## src/rtl/pipe_stage_buf_pkg.sv

```systemverilog
// Shared definitions for the MIPS pipeline-stage registers: state encoding,
// per-stage bundle widths and the field layout of the control bundle.
package pipe_pkg;

  // Buffer state: how many entries the stage is holding.
  typedef enum logic [1:0] {
    ST_EMPTY = 2'd0,
    ST_FULL  = 2'd1,
    ST_SKID  = 2'd2
  } stateT;

  // IF/ID carries no control, only PC+4 and the fetched instruction.
  localparam int IFID_CTRL_W  = 1;
  localparam int IFID_DATA_W  = 64;
  // ID/EX carries the full WB/MEM/EX control set plus operands and register addresses.
  localparam int IDEX_CTRL_W  = 17;
  localparam int IDEX_DATA_W  = 128;
  // EX/MEM keeps only WB and MEM control; ALU result, store data, destination, zero flag.
  localparam int EXMEM_CTRL_W = 5;
  localparam int EXMEM_DATA_W = 70;
  // MEM/WB keeps only WB control; load data, ALU result, destination.
  localparam int MEMWB_CTRL_W = 3;
  localparam int MEMWB_DATA_W = 69;

  // Control bundle field positions (full 17-bit layout).
  localparam int CTRL_WB_HI  = 16;
  localparam int CTRL_WB_LO  = 14;
  localparam int CTRL_MEM_HI = 13;
  localparam int CTRL_MEM_LO = 12;
  localparam int CTRL_EX_HI  = 11;
  localparam int CTRL_EX_LO  = 0;

  // Number of entries held in a given state; an illegal encoding holds nothing.
  function automatic logic [1:0] stateOccupancy(input stateT s);
    case (s)
      ST_FULL: return 2'd1;
      ST_SKID: return 2'd2;
      default: return 2'd0;
    endcase
  endfunction

endpackage

```

## src/rtl/pipe_stage_buf.sv

```systemverilog
// Parametrised pipeline-stage register with a valid/ready handshake and a
// two-entry skid buffer. in_ready depends only on registered state, so a
// downstream stall never ripples combinationally upstream. Flush squashes
// everything held and counts the discarded valid entries.
module pipe_stage_buf
  import pipe_pkg::*;
#(
  parameter int CTRL_W = IDEX_CTRL_W,
  parameter int DATA_W = IDEX_DATA_W,
  parameter int CNT_W  = 8
) (
  input  logic              sysclk,
  input  logic              reset,
  input  logic              flush,
  input  logic              in_valid,
  output logic              in_ready,
  input  logic [CTRL_W-1:0] in_ctrl,
  input  logic [DATA_W-1:0] in_data,
  output logic              out_valid,
  input  logic              out_ready,
  output logic [CTRL_W-1:0] out_ctrl,
  output logic [DATA_W-1:0] out_data,
  output logic [1:0]        occupancy,
  output logic [CNT_W-1:0]  drop_cnt
);

  stateT             state, stateNext;
  logic [CTRL_W-1:0] mainCtrl, mainCtrlNext;
  logic [DATA_W-1:0] mainData, mainDataNext;
  logic [CTRL_W-1:0] skidCtrl, skidCtrlNext;
  logic [DATA_W-1:0] skidData, skidDataNext;
  logic [CNT_W-1:0]  dropCnt, dropCntNext;
  logic              accept;
  logic              issue;
  logic [1:0]        dropInc;
  logic [CNT_W:0]    dropSum;

  // Output-side decode from registered state; bubbles present an all-zero control bundle.
  always_comb begin
    occupancy = stateOccupancy(state);
    out_valid = (state == ST_FULL) || (state == ST_SKID);
    in_ready  = (state != ST_SKID) && reset;
    out_ctrl  = out_valid ? mainCtrl : '0;
    out_data  = mainData;
    drop_cnt  = dropCnt;
    accept    = in_valid && in_ready;
    issue     = out_valid && out_ready;
  end

  // Next-state, entry movement and saturating drop count.
  always_comb begin
    stateNext    = state;
    mainCtrlNext = mainCtrl;
    mainDataNext = mainData;
    skidCtrlNext = skidCtrl;
    skidDataNext = skidData;
    dropCntNext  = dropCnt;
    dropInc      = occupancy - {1'b0, issue};
    dropSum      = {1'b0, dropCnt} + {{(CNT_W-1){1'b0}}, dropInc};

    if (flush) begin
      stateNext    = ST_EMPTY;
      mainCtrlNext = '0;
      skidCtrlNext = '0;
      dropCntNext  = dropSum[CNT_W] ? {CNT_W{1'b1}} : dropSum[CNT_W-1:0];
    end else begin
      case (state)
        ST_EMPTY: begin
          if (accept) begin
            stateNext    = ST_FULL;
            mainCtrlNext = in_ctrl;
            mainDataNext = in_data;
          end
        end
        ST_FULL: begin
          if (issue && accept) begin
            mainCtrlNext = in_ctrl;
            mainDataNext = in_data;
          end else if (issue) begin
            stateNext = ST_EMPTY;
          end else if (accept) begin
            stateNext    = ST_SKID;
            skidCtrlNext = in_ctrl;
            skidDataNext = in_data;
          end
        end
        ST_SKID: begin
          if (issue) begin
            stateNext    = ST_FULL;
            mainCtrlNext = skidCtrl;
            mainDataNext = skidData;
          end
        end
        default: stateNext = ST_EMPTY;
      endcase
    end
  end

  // State and entry registers with synchronous active-low reset.
  always_ff @(posedge sysclk) begin
    if (!reset) begin
      state    <= ST_EMPTY;
      mainCtrl <= '0;
      mainData <= '0;
      skidCtrl <= '0;
      skidData <= '0;
      dropCnt  <= '0;
    end else begin
      state    <= stateNext;
      mainCtrl <= mainCtrlNext;
      mainData <= mainDataNext;
      skidCtrl <= skidCtrlNext;
      skidData <= skidDataNext;
      dropCnt  <= dropCntNext;
    end
  end

endmodule
```

## config.mk

```make
export PLATFORM = sky130hd
export DESIGN_NAME = pipe_stage_buf
export DESIGN_NICKNAME = d
export VERILOG_FILES = /design/src/rtl/pipe_stage_buf_pkg.sv /design/src/rtl/pipe_stage_buf.sv
export SDC_FILE = /design/constraint.sdc
export NUM_CORES = 1
export LEC_CHECK = 0
export ABC_AREA = 1
export ABC_CLOCK_PERIOD_IN_PS = 2800
export CAP_MARGIN = 25
export CORE_UTILIZATION = 46
export DETAILED_ROUTE_END_ITERATION = 10
export PLACE_DENSITY = 0.84
export SLEW_MARGIN = 20
export SYNTH_ARGS = -nofsm -noshare
export SYNTH_HDL_FRONTEND = slang
export SYNTH_SLANG_ARGS = --single-unit
```

## constraint.sdc

```tcl
create_clock -name sysclk -period 2.8 [get_ports sysclk]
set_clock_uncertainty 0.1 [all_clocks]
set_input_delay 0.28 -clock sysclk [delete_from_list [all_inputs] [get_ports sysclk]]
set_output_delay 0.28 -clock sysclk [all_outputs]
set_load 0.05 [all_outputs]
```

==> out/results.md <==
| Item | Reported | Unit |
|---|---|---|
| Critical Setup Path Class | reg2reg | - |
| Fraction of registers with async set or reset after synthesis | 0 | % |
| Pin count of the biggest net entering global routing | 254 | - |
| Fin. Hold Viols | 0 | - |
| Remaining Overflow, GRT | 0 | - |
| Final RePlAce weighted congestion | 0.799 | - |
| Worst-path fanout max | 4 | - |
| Final ANT Viol Nets | 0 | - |
| Worst endpoint data arrival time | 2.92 | ns |
| Tightest Hold Check Type | in2reg | - |
| Average cell area after synthesis | 6.98 | um2 |
| Endpoint of the worst register-to-register path | drop_cnt[7] | - |
| CTS tree | yes | - |
| Top flip-flop cell by instance count after synthesis | sky130_fd_sc_hd__dfxtp_1 | - |
| Fmax | 382 | MHz |
| Count of clock tree sinks | 300 | - |
| Number of buffers inserted during clock tree synthesis | 34 | - |
| Endpoints failing setup | 0 | - |
| Proportion of synthesized chip area in sequential cells | 43.4 | % |
| Setup bufs post-CTS | 0 | - |
| Final count of pins violating max slew | 0 | - |
| Root cell of the clock tree | sky130_fd_sc_hd__clkbuf_16 | - |
| Critical path capture point type | flop | - |
| DRC violations left | 0 | - |
| FF-to-FF path depth | 14 | - |
| Startpoint type of the worst setup path | flop | - |
| Share of cells above drive strength 1 | 3.93 | % |
| Die Area | 30800 | um2 |
| Cell count of the worst hold path | 3 | - |
| Routed WL per cell | 14.2 | um |
| Post-layout net count | 2375 | - |
| Maximum count of clock buffers along a single path | 3 | - |
| Number of levels the H-tree was split into | 2 | - |
| Final wirelength | 37.4 | mm |
| Hold_sp | in_ctrl[5] | - |
| Startpoint of the lowest-slack register-to-register path | state[0] | - |
| Number of placement rows | 63 | - |
| Yosys synthesis warning count | 0 | - |
| Synthesized net count | 2141 | - |
| PortBufs | 306 | - |
| Via count of the first global-routing pass | 12.6k | - |
| Global-route wire length before repair | 61.1 | mm |
| Worst relative slew slack | 14.3 | % |
| Period minus WS final | 2.62 | ns |
| IR Drop Worst-Case VDD | 0.471 | mV |
| Main area contributors after synthesis | sky130_fd_sc_hd__dfxtp_1, sky130_fd_sc_hd__nor2_1, sky130_fd_sc_hd__mux2i_1 | - |
| LEAKAGE | 8.38 | nW |
| Number of enable-type register cells in the synthesized netlist | 0 | - |
| Clock edge transition at the registers on the reported setup and hold paths | 0.06 | ns |
| Overall die height | 175 | um |
| Worst endpoint required time | 3.10 | ns |
| Detailed-routing iteration count for the pre-antenna-repair pass | 5 | - |
| Placed cell count | 2568 | - |
| Unrepaired setup endpoints after global routing | false | - |
| Least-Margin Pin Slew | 1.29 | ns |
| Insertion delay to the later sink of the worst-skew pair | 0.50 | ns |
| Post-Place Worst Slack | 0.137 | ns |
| Number of non-filler instances in the completed layout | 2629 | - |
| Via/cell ratio | 4.95 | - |
| Most frequently used cell type in the post-synthesis netlist | sky130_fd_sc_hd__nor2_1 | - |
| Number of maximum-capacitance constraint violations | 0 | - |
| End point of the worst hold path | skidCtrl[5] | - |
| Count of state elements after synthesis | 300 | - |
| Area fraction of the dominant cell type after synthesis | 43.4 | % |
| Most numerous cell types in the synthesized netlist | sky130_fd_sc_hd__nor2_1, sky130_fd_sc_hd__nand2_1, sky130_fd_sc_hd__dfxtp_1, sky130_fd_sc_hd__inv_1, sky130_fd_sc_hd__nand3_1 | - |
| Post-synth cell types | 31 | - |
| Horiz. Die Dim | 175 | um |
| Share of the clock period used by the worst path after layout | 93.6 | % |
| GR Util All Layers | 24.0 | % |
| Summed negative setup slack over all endpoints | 0 | ns |
| Core area | 29600 | um2 |
| Post-route setup slack | 0.180 | ns |
| PD cells | 664 | nW/um2 |
| # IOs | 307 | - |
| Via count | 13.0k | - |
| Number of antenna violations at the first check in global routing | 1 | - |
| Initial Util | 46.7 | % |
| Signed area change from the synthesized netlist to the final layout | 32.2 | % |
| HPWL after DPL | 22.9 | mm |
| Cell accounting for the most synthesized area | sky130_fd_sc_hd__dfxtp_1 | - |
| Status | completed | - |
| FF-to-FF setup slack | 0.18 | ns |
| Number of design-rule violations left by the first detailed-router iteration | 933 | - |
| Synthesized area | 13800 | um2 |
| Number of instances in the synthesized netlist | 1981 | - |
## sequential cells by signal, summed over array words and instances (netlist names)
register / flops
out_data: 128
skidData: 128
state: 2
drop_cnt: 8
mainCtrl: 17
skidCtrl: 17
## cell type report
class | count | area, um2
repair buffers | 325 | 3350
inverters | 303 | 1140
clock buffers | 53 | 1050
clock inverters | 6 | 134
fillers | 2532 | 11300
flip-flops and latches | 300 | 6010
diodes | 1 | 2.50
well taps | 390 | 488
multi-input cells | 1251 | 6120
## per-stage QoR
stage | hold slack (ns) | util (%) | instance area [um2] | power (mW)
6_report | 0.236 | 61.7 | 18300 | 12.1
5_1_grt | 0.246 | 61.7 | 18300 | 12.7
4_1_cts | 0.218 | 61.7 | 18300 | 12.2
3_5_place_dp | 0.341 | 57.8 | 17100 | 7.51
3_3_place_gp | 0.334 | 57.8 | 17100 | 7.45
2_1_floorplan | 0.315 | - | 13800 | 6.58
## placed cells by master, fill, tap and decap left out, types with 2 or more instances in the layout
master | netlist | routed
sky130_fd_sc_hd__dlygate4sd2_1 | 0 | 18
sky130_fd_sc_hd__clkbuf_16 | 0 | 35
sky130_fd_sc_hd__xor2_1 | 4 | 4
sky130_fd_sc_hd__o21ai_1 | 52 | 52
sky130_fd_sc_hd__ha_1 | 9 | 7
sky130_fd_sc_hd__inv_4 | 0 | 2
sky130_fd_sc_hd__nand3_1 | 135 | 135
sky130_fd_sc_hd__clkbuf_8 | 0 | 11
sky130_fd_sc_hd__dfxtp_1 | 300 | 299
sky130_fd_sc_hd__buf_4 | 7 | 6
sky130_fd_sc_hd__a31oi_1 | 2 | 2
sky130_fd_sc_hd__nor2_1 | 435 | 435
sky130_fd_sc_hd__clkdlybuf4s50_1 | 0 | 286
sky130_fd_sc_hd__mux2i_1 | 128 | 128
sky130_fd_sc_hd__inv_1 | 300 | 298
sky130_fd_sc_hd__nor2_4 | 2 | 3
sky130_fd_sc_hd__clkbuf_1 | 38 | 7
sky130_fd_sc_hd__o21ai_0 | 121 | 121
sky130_fd_sc_hd__inv_2 | 2 | 3
sky130_fd_sc_hd__nand3_2 | 2 | 2
sky130_fd_sc_hd__a21oi_1 | 18 | 18
sky130_fd_sc_hd__nand2_1 | 332 | 332
sky130_fd_sc_hd__ha_4 | 0 | 2
sky130_fd_sc_hd__buf_12 | 0 | 13
sky130_fd_sc_hd__nand4_1 | 2 | 2
sky130_fd_sc_hd__bufinv_16 | 0 | 4
## metal layers
metal / up-vias / track usage (%) / wire length [um]
li1: 6532 / - / -
met1: 5964 / 28.9 / 15500
met2: 449 / 42.5 / 18300
met3: 66 / 4.13 / 2640
met4: 0 / 9.06 / 990
met5: - / 0 / 0
## logic make-up (layout without fill, tap and decap cells)
kind of cell	after synthesis	after routing	synth area share, %
fa+ha+maj	10	10	0.959
mux	128	128	9.26
simple gates	914	914	26.5
flops	300	300	43.4
buf+inv	430	687	12.6
other cells	0	1	0
xor+xnor	4	4	0.253
compound gates	195	195	7.11
## worst max-delay path, stage by stage (launching register included)
cell,delay [ns]
sky130_fd_sc_hd__dfxtp_1,0.41
sky130_fd_sc_hd__inv_2,0.11
sky130_fd_sc_hd__ha_4,0.25
sky130_fd_sc_hd__nand2_2,0.07
sky130_fd_sc_hd__inv_1,0.05
sky130_fd_sc_hd__ha_1,0.28
sky130_fd_sc_hd__inv_1,0.05
sky130_fd_sc_hd__ha_1,0.20
sky130_fd_sc_hd__fa_1,0.40
sky130_fd_sc_hd__nand3_1,0.14
sky130_fd_sc_hd__nor2_1,0.09
sky130_fd_sc_hd__nand3b_1,0.13
sky130_fd_sc_hd__nand2_1,0.06
sky130_fd_sc_hd__nor3_1,0.13
sky130_fd_sc_hd__nor2_1,0.05
## how the worst max path moves through the flow
stage | end | slack (ns) | start
global placement | drop_cnt[7] | 0.23 | state[0]
floorplan | drop_cnt[7] | 0.08 | state[0]
CTS | out_ctrl[14] | 0.08 | state[1]
global route | drop_cnt[7] | 0.02 | state[0]
detailed placement | drop_cnt[7] | 0.14 | state[0]
finish | drop_cnt[7] | 0.18 | state[0]
## timing repair
| item | in CTS | in global routing |
|---|---|---|
| gates cloned | 0 | 0 |
| hold endpoints to repair | 6 | 0 |
| hold buffers | 1 | 0 |
| gates resized for setup | 18 | 2 |
| setup endpoints to repair | 18 | 2 |
## power breakdown
part,internal (mW),total (mW),switching [mW],leakage (nW)
Sequential,4.52,4.67,0.149,2.44
Combinational,0.991,2.76,1.77,5.35
Clock,2.95,4.71,1.76,0.584
Total,8.46,12.1,3.68,8.38
Note: power is estimated with default switching activity, not from simulation.
